File: src/rtl/approx_cache_ctrl.sv
// Direct-mapped, one-word-per-line, write-through / no-write-allocate cache controller
// with an optional approximate-transfer mode that clears the data LSBs moved to or from
// memory. Keeps saturating hit and miss counters.
module approx_cache_ctrl #(
  parameter int unsigned ADDR_W      = 32,
  parameter int unsigned DATA_W      = 32,
  parameter int unsigned LINES       = 16,
  parameter int unsigned APPROX_BITS = 8,
  parameter int unsigned CNT_W       = 16
) (
  input  logic              clk,
  input  logic              rst,
  input  logic              cpu_req_valid,
  output logic              cpu_req_ready,
  input  logic              cpu_wr_en,
  input  logic              cpu_approx,
  input  logic [ADDR_W-1:0] cpu_addr,
  input  logic [DATA_W-1:0] cpu_wdata,
  output logic              cpu_resp_valid,
  output logic [DATA_W-1:0] cpu_rdata,
  output logic              cpu_miss,
  output logic              mem_req_valid,
  input  logic              mem_req_ready,
  output logic              mem_wr_en,
  output logic [ADDR_W-1:0] mem_addr,
  output logic [DATA_W-1:0] mem_wdata,
  input  logic              mem_resp_valid,
  input  logic [DATA_W-1:0] mem_rdata,
  output logic [CNT_W-1:0]  hit_count,
  output logic [CNT_W-1:0]  miss_count
);

  localparam int unsigned IDX_W = $clog2(LINES);
  localparam int unsigned TAG_W = ADDR_W - IDX_W;
  localparam logic [DATA_W-1:0] APPROX_MASK =
    {{(DATA_W - APPROX_BITS){1'b1}}, {APPROX_BITS{1'b0}}};

  typedef enum logic [2:0] {
    StIdle,
    StLookup,
    StMemRd,
    StMemWait,
    StMemWr,
    StResp
  } state_e;

  state_e            state_q;
  logic [ADDR_W-1:0] addr_q;
  logic [DATA_W-1:0] wdata_q;
  logic              wr_q;
  logic              approx_q;
  logic              hit_q;

  logic [LINES-1:0]  valid_q;
  logic [TAG_W-1:0]  tag_q  [LINES];
  logic [DATA_W-1:0] data_q [LINES];

  logic [IDX_W-1:0]  idx;
  logic [TAG_W-1:0]  tag;
  logic              lookup_hit;
  logic [DATA_W-1:0] wdata_x;
  logic [DATA_W-1:0] rdata_x;
  logic              fill_en;
  logic              wr_hit_en;

  // Decode the latched request and apply the approximate mask on both transfer paths.
  always_comb begin
    idx        = addr_q[IDX_W-1:0];
    tag        = addr_q[ADDR_W-1:IDX_W];
    lookup_hit = valid_q[idx] && (tag_q[idx] == tag);
    wdata_x    = approx_q ? (wdata_q & APPROX_MASK) : wdata_q;
    rdata_x    = approx_q ? (mem_rdata & APPROX_MASK) : mem_rdata;
    fill_en    = (state_q == StMemWait) && mem_resp_valid;
    wr_hit_en  = (state_q == StLookup) && wr_q && lookup_hit;
  end

  // Tag/data storage; no reset needed because valid_q gates every use.
  always_ff @(posedge clk) begin
    if (fill_en) begin
      tag_q[idx]  <= tag;
      data_q[idx] <= rdata_x;
    end else if (wr_hit_en) begin
      data_q[idx] <= wdata_x;
    end
  end

  // Control FSM with registered outputs, valid bits and statistics counters.
  always_ff @(posedge clk) begin
    if (rst) begin
      state_q        <= StIdle;
      valid_q        <= '0;
      addr_q         <= '0;
      wdata_q        <= '0;
      wr_q           <= 1'b0;
      approx_q       <= 1'b0;
      hit_q          <= 1'b0;
      hit_count      <= '0;
      miss_count     <= '0;
      cpu_req_ready  <= 1'b1;
      cpu_resp_valid <= 1'b0;
      cpu_rdata      <= '0;
      cpu_miss       <= 1'b0;
      mem_req_valid  <= 1'b0;
      mem_wr_en      <= 1'b0;
      mem_addr       <= '0;
      mem_wdata      <= '0;
    end else begin
      // Response strobe lasts only for the single cycle spent in StResp.
      cpu_resp_valid <= 1'b0;
      unique case (state_q)
        StIdle: begin
          if (cpu_req_valid) begin
            addr_q        <= cpu_addr;
            wdata_q       <= cpu_wdata;
            wr_q          <= cpu_wr_en;
            approx_q      <= cpu_approx;
            cpu_req_ready <= 1'b0;
            state_q       <= StLookup;
          end
        end
        StLookup: begin
          hit_q <= lookup_hit;
          if (lookup_hit) begin
            if (hit_count != '1) hit_count <= hit_count + CNT_W'(1);
          end else begin
            if (miss_count != '1) miss_count <= miss_count + CNT_W'(1);
          end
          if (wr_q) begin
            mem_req_valid <= 1'b1;
            mem_wr_en     <= 1'b1;
            mem_addr      <= addr_q;
            mem_wdata     <= wdata_x;
            state_q       <= StMemWr;
          end else if (lookup_hit) begin
            cpu_resp_valid <= 1'b1;
            cpu_rdata      <= data_q[idx];
            cpu_miss       <= 1'b0;
            state_q        <= StResp;
          end else begin
            mem_req_valid <= 1'b1;
            mem_wr_en     <= 1'b0;
            mem_addr      <= addr_q;
            state_q       <= StMemRd;
          end
        end
        StMemRd: begin
          if (mem_req_ready) begin
            mem_req_valid <= 1'b0;
            state_q       <= StMemWait;
          end
        end
        StMemWait: begin
          if (mem_resp_valid) begin
            valid_q[idx]   <= 1'b1;
            cpu_resp_valid <= 1'b1;
            cpu_rdata      <= rdata_x;
            cpu_miss       <= 1'b1;
            state_q        <= StResp;
          end
        end
        StMemWr: begin
          if (mem_req_ready) begin
            mem_req_valid  <= 1'b0;
            mem_wr_en      <= 1'b0;
            cpu_resp_valid <= 1'b1;
            cpu_rdata      <= '0;
            cpu_miss       <= !hit_q;
            state_q        <= StResp;
          end
        end
        StResp: begin
          cpu_req_ready <= 1'b1;
          state_q       <= StIdle;
        end
        default: begin
          cpu_req_ready <= 1'b1;
          state_q       <= StIdle;
        end
      endcase
    end
  end

endmodule

File: config.mk
export PLATFORM = sky130hd
export DESIGN_NAME = approx_cache_ctrl
export DESIGN_NICKNAME = d
export VERILOG_FILES = /design/src/rtl/approx_cache_ctrl.sv
export SDC_FILE = /design/constraint.sdc
export NUM_CORES = 1
export LEC_CHECK = 0
export ABC_AREA = 1
export CORE_ASPECT_RATIO = 2
export CORE_MARGIN = 1
export CORE_UTILIZATION = 30
export DETAILED_ROUTE_END_ITERATION = 7
export GPL_ROUTABILITY_DRIVEN = 0
export PLACE_DENSITY_LB_ADDON = 0.2
export SLEW_MARGIN = 40
export SYNTH_ARGS = -nofsm -noshare
export SYNTH_HDL_FRONTEND = slang
export SYNTH_SLANG_ARGS = --single-unit
File: constraint.sdc
create_clock -name clk -period 4.1 [get_ports clk]
set_input_delay 0.82 -clock clk [delete_from_list [all_inputs] [get_ports clk]]
set_output_delay 0.82 -clock clk [all_outputs]
set_load 0.005 [all_outputs]
Yosys cells after proc, flatten, opt, wreduce, memory -nomap -nowiden
Memories as Yosys holds them, arrays and structs flattened. A register that Yosys moved wholly into a read port is not among the register bits.
Cells that the tools add are included.
{"block": "classes", "n_addsub": 2, "order_cmp": 2, "eq_ne": 16, "mux": 49, "bitwise_logic": 4, "n_reduce_logical": 23}
{"cell": "$mux 32", "count": 7}
{"cell": "$pmux 32 s3", "count": 1}
{"cell": "$add 16x1->16 const B", "count": 2}
{"cell": "$ne 16x16->1 const B", "count": 2}
{"cell": "$eq 28x28->1", "count": 1}
{"cell": "$mux 1", "count": 21}
{"cell": "$mux 3", "count": 6}
{"cell": "$mux 4", "count": 4}
{"cell": "$mux 8", "count": 2}
{"cell": "$or 16x16->16", "count": 1}
{"cell": "$pmux 3 s5", "count": 1}
{"cell": "$ne 2x2->1 const B", "count": 7}
{"cell": "$reduce_and 3->1", "count": 4}
{"cell": "$reduce_and 2->1", "count": 5}
{"cell": "$eq 3x2->1 const B", "count": 2}
{"cell": "$pmux 1 s2", "count": 3}
{"cell": "$pmux 1 s3", "count": 2}
{"cell": "$logic_and 1x1->1", "count": 5}
{"cell": "$lt 4x5->1 const B", "count": 1}
{"cell": "$reduce_and 5->1", "count": 1}
{"cell": "$bmux 1 s4", "count": 1}
{"cell": "$demux 1 s4", "count": 1}
{"cell": "$ge 4x1->1 const B", "count": 1}
{"cell": "$reduce_and 4->1", "count": 1}
{"cell": "12 further kinds", "count": 14}
{"block": "word_totals", "ff_bits": 219, "ram_bits": 960, "output_inout_bits": 133, "word_cells": 115, "mem_count": 2}
{"memory": "data_q", "depth": 16, "word_bits": 32, "read_ports": 1, "rd_ports_with_merged_regs": 1, "write_ports": 1, "line": "56", "text": "logic [DATA_W-1:0] data_q [LINES];"}
{"memory": "tag_q", "depth": 16, "word_bits": 28, "read_ports": 1, "rd_ports_with_merged_regs": 1, "write_ports": 1, "line": "55", "text": "logic [TAG_W-1:0] tag_q [LINES];"}

Longest topological paths before layout
{"block": "logic_depth", "ltp_word": 8, "ltp_mapped": 24}

Worst setup path before layout
OpenSTA, ideal clock, no wires.
{"block": "synth_timing", "path_kind": "flip-flop to flip-flop", "start": "reg with a tool-made name", "end": "mem data_q[8][0] (enable)", "setup_time_ps": 421, "t_arrival_ps": 3588, "setup_slack_ps": 91, "path_stages_with_launch": 25, "path_buffers": 4, "synth_period_minus_slack_ps": 4009, "path_cell_list": "dfxtp_1 -> buf_6 -> inv_4 -> buf_6 -> buf_4 -> nand2_1 -> nand2_1 -> nand2_1 -> nand3_1 -> nand3_1 -> nand2_1 -> nand2_1 -> nand2_1 -> nor2_1 -> nand2_1 -> nor2_1 -> nand2_1 -> nor2_2 -> nand2_2 -> nor2_8 -> inv_2 -> nand2_1 -> inv_2 -> buf_2 -> nor2_1"}
{"item": "end, declared", "line": "56"}

==> out/metrics.cfg <==
[route]
num_vias = 34833
wl_per_cell_microns = 22.9
drt-initial-drc-count = 2362
wl_microns = 162000
ant_nets = 0
route.detailed.drc = 0
first_pass_iters = 6
viasPerCell = 4.93

[synthesis]
synth_compound_area_frac = 0.0967
synth_xor_area_frac = 0.00252
syn_inst = 4599
synthMuxAreaShare = 0
synth-adder-area-share = 0.000514
yosysWarnings = 0
ys.flop_type = edfxtp_1
synth_edf_count = 960
synth_nets = 4704
async_flop_share = 0
ys_types = 38
ys_ff_latch = 1183
synth_top_family_by_area = simple AND/OR/NAND/NOR gates
yosysSeqAreaShare = 0.684
yosys.area_share.simple = 0.164
syn_area_per_cell_sq_um = 10.6
syn_area_sq_um = 48700

[timing]
fin_crit_sh = 0.940
slew_headroom = 0.427
fin_worst_skew_ns = 0.0437
setup_ws_ns = 0.245
period_needed_ns = 3.86
setup_viol = 0
max_slew.worst_pin.slew_ns = 0.850
final-max-slew-violation-count = 0
rsz0062_at_grt = false
hold_viol_final = 0
fmax_ghz = 0.259

[setup_path]
cp_top_family = simple AND/OR/NAND/NOR gates
critical_path_required_ns = 4.49
path_class = reg -> reg
worstPathArrival_ns = 4.25
cp_max_fo = 36
start_kind = flip-flop
end_kind = flip-flop
slowest_stage = dfxtp_4
path_buf_inv = 7
slowest_delay_ns = 0.48
crit_top_cell = nand2_1
path_cells = buf_4 > clkbuf_16 > nand2_1 > nand2_1 > nand2_1 > nand3_1 > nand3_1 > nand3_1 > nand2_1 > nor2_1 > nand2_1 > nor2_2 > nand2_1 > nor2_2 > buf_4 > nand2_2 > nor2_8 > inv_2 > nand2_1 > inv_2 > buf_12 > nor2_4 > buf_12

[status]
status = finished clean

[cts]
clkTransAtPathRegs_ns = 0.07
clock-sinks = 1183
max-clock-path-buffers = 3
cts_buffers = 110
ctsRootBufferMaster = clkbuf_16
clk_latency_ns = 0.71
cts_tree = built
h-tree-depth = 3

[final_layout]
fillers = 16028
fin_nets = 4972
register_area_sq_um = 33300
multiInputGateArea_sq_um = 13200
drive_gt1_frac = 0.0953
utilization = 0.367
area.growth.synth_to_final_pct = 21.1
fin_area_sq_um = 59000

[placed_design]
placed_cell_area_sq_um = 55000
dp_hpwl_microns = 103000
place_worst_setup_slack_ns = -0.107
io_buffers = 235

[floorplan]
die_area_sq_um = 164000
fp.dieW_microns = 287
start_util = 0.303
num_rows = 208
pin_count = 236
core_area_sq_um = 161000
die_y_microns = 572

[pwr]
power_density_nw_per_um2 = 625
finalPower_mw = 36.9
irDropWorstVdd_mv = 0.359
leakage_nw = 21.6

[global_route]
grt_max_degree = 181
grt_pass1_vias = 34255
grt_antenna_before_repair = 8
grt_pass1_wl_microns = 233000
grt_overflow = 0
grtUsageTotal = 0.193

[job]
cap_violations = 0

[min_path]
hold_class = reg -> reg

[metal layers]
metal  vias to the layer above  global-route usage  share of wire
met1                     17292               0.224           0.39
li1                      16387                   -              -
met5                         -                   0              0
met2                       941               0.364           0.54
met4                         0              0.0622          0.030
met3                       213              0.0230          0.045
[tightest hold or removal path: cells and delay by family (launching register included)]
family	cells	cell delay, ns
flops	1	0.30
buf+inv	1	0.06
compound gates	1	0.05
[layout by cell type, fill, tap and decap left out, types with 20 or more instances in the layout]
cell | netlist | final
nand2_1 | 988 | 987
edfxtp_1 | 960 | 960
nor2_1 | 615 | 578
o21ai_0 | 416 | 415
nand3_1 | 347 | 344
inv_1 | 328 | 327
clkdlybuf4s50_1 | 0 | 234
dfxtp_1 | 223 | 219
a21oi_1 | 154 | 154
buf_4 | 20 | 125
clkbuf_16 | 0 | 116
o221ai_1 | 96 | 96
buf_12 | 0 | 63
nor2_4 | 0 | 35
o211ai_1 | 23 | 23
a22o_1 | 20 | 20
[layout make-up]
| class | instances | share of cell area |
|---|---|---|
| antenna | 4 | 0.000170 |
| multi-input combinational | 2801 | 0.224 |
| clock inverter | 71 | 0.0125 |
| sequential | 1183 | 0.565 |
| inverter | 338 | 0.0222 |
| clock buffer | 138 | 0.0510 |
| tap | 2100 | 0.0445 |
| timing repair buffer | 433 | 0.0810 |
[metrics by stage]
stage	setup TNS [ns]	hold slack, ns	instances
6_report	0	0.459	7068
5_1_grt	0	0.475	7067
4_1_cts	0	0.456	7056
3_5_place_dp	-14.14	0.447	6847
3_3_place_gp	-31.05	0.442	6847
2_1_floorplan	0	0.430	4599
[path summary, 6_finish.rpt]
check,from,end,slack (ns),cells after the start
setup / recovery,flip-flop,data_q[1][7],0.24,23
hold / removal,wdata_q[6],wdata_q[6],0.46,2
setup reg to reg,flip-flop,data_q[1][7],0.24,23
hold reg to reg,wdata_q[6],wdata_q[6],0.46,2
[power breakdown]
| part | total [mW] | leakage (nW) | switching [mW] | internal [mW] |
|---|---|---|---|---|
| Sequential | 14.7 | 10.5 | 0.587 | 14.1 |
| Clock | 10.7 | 1.81 | 4.76 | 5.94 |
| Combinational | 11.5 | 9.22 | 7.67 | 3.80 |
[sequential cells by signal, indices dropped and copies added (netlist names), 3 cells and up, named ones only]
signal	count
state_q	3
wdata_q	32
valid_q	16
mem_addr	32
cpu_rdata	32
addr_q	32
miss_count	16
tag_q	448
hit_count	16
mem_wdata	32
data_q	512
[what timing repair did]
item                                    4_1_cts  5_1_grt
gates cloned                                  0        4
resized for setup                             6       13
endpoints found under the setup margin      683      781
hold buffers                                  0        0
buffers inserted                              0        3
[synth_stat cells (6+ instances only)]
cell,instances,area (sq um)
nand2_1,988,3710
edfxtp_1,960,28800
nor2_1,615,2310
o21ai_0,416,2080
nand3_1,347,1740
inv_1,328,1230
dfxtp_1,223,4460
clkbuf_1,166,623
a21oi_1,154,771
o221ai_1,96,841
buf_2,56,280
o211ai_1,23,173
buf_1,22,82.6
a22o_1,20,175
buf_4,20,150
o21ai_2,20,175
o21ai_1,18,90.1
a32o_1,16,160
o22ai_1,16,100
nor3_1,15,75.1
a31o_2,13,114
nand4_1,13,81.3
buf_6,12,135
xnor2_1,7,61.3
xor2_1,7,61.3
inv_2,6,22.5
[cell families after synthesis]
kind of cell / Yosys count
adder cells (fa/ha/maj): 2
XOR/XNOR: 14
AND/OR/NAND/NOR: 1989
flip-flops: 1183
AO/OA/AOI/OAI: 796
buffers and inverters: 615
No activity file was read; power rests on OpenSTA's default activity.
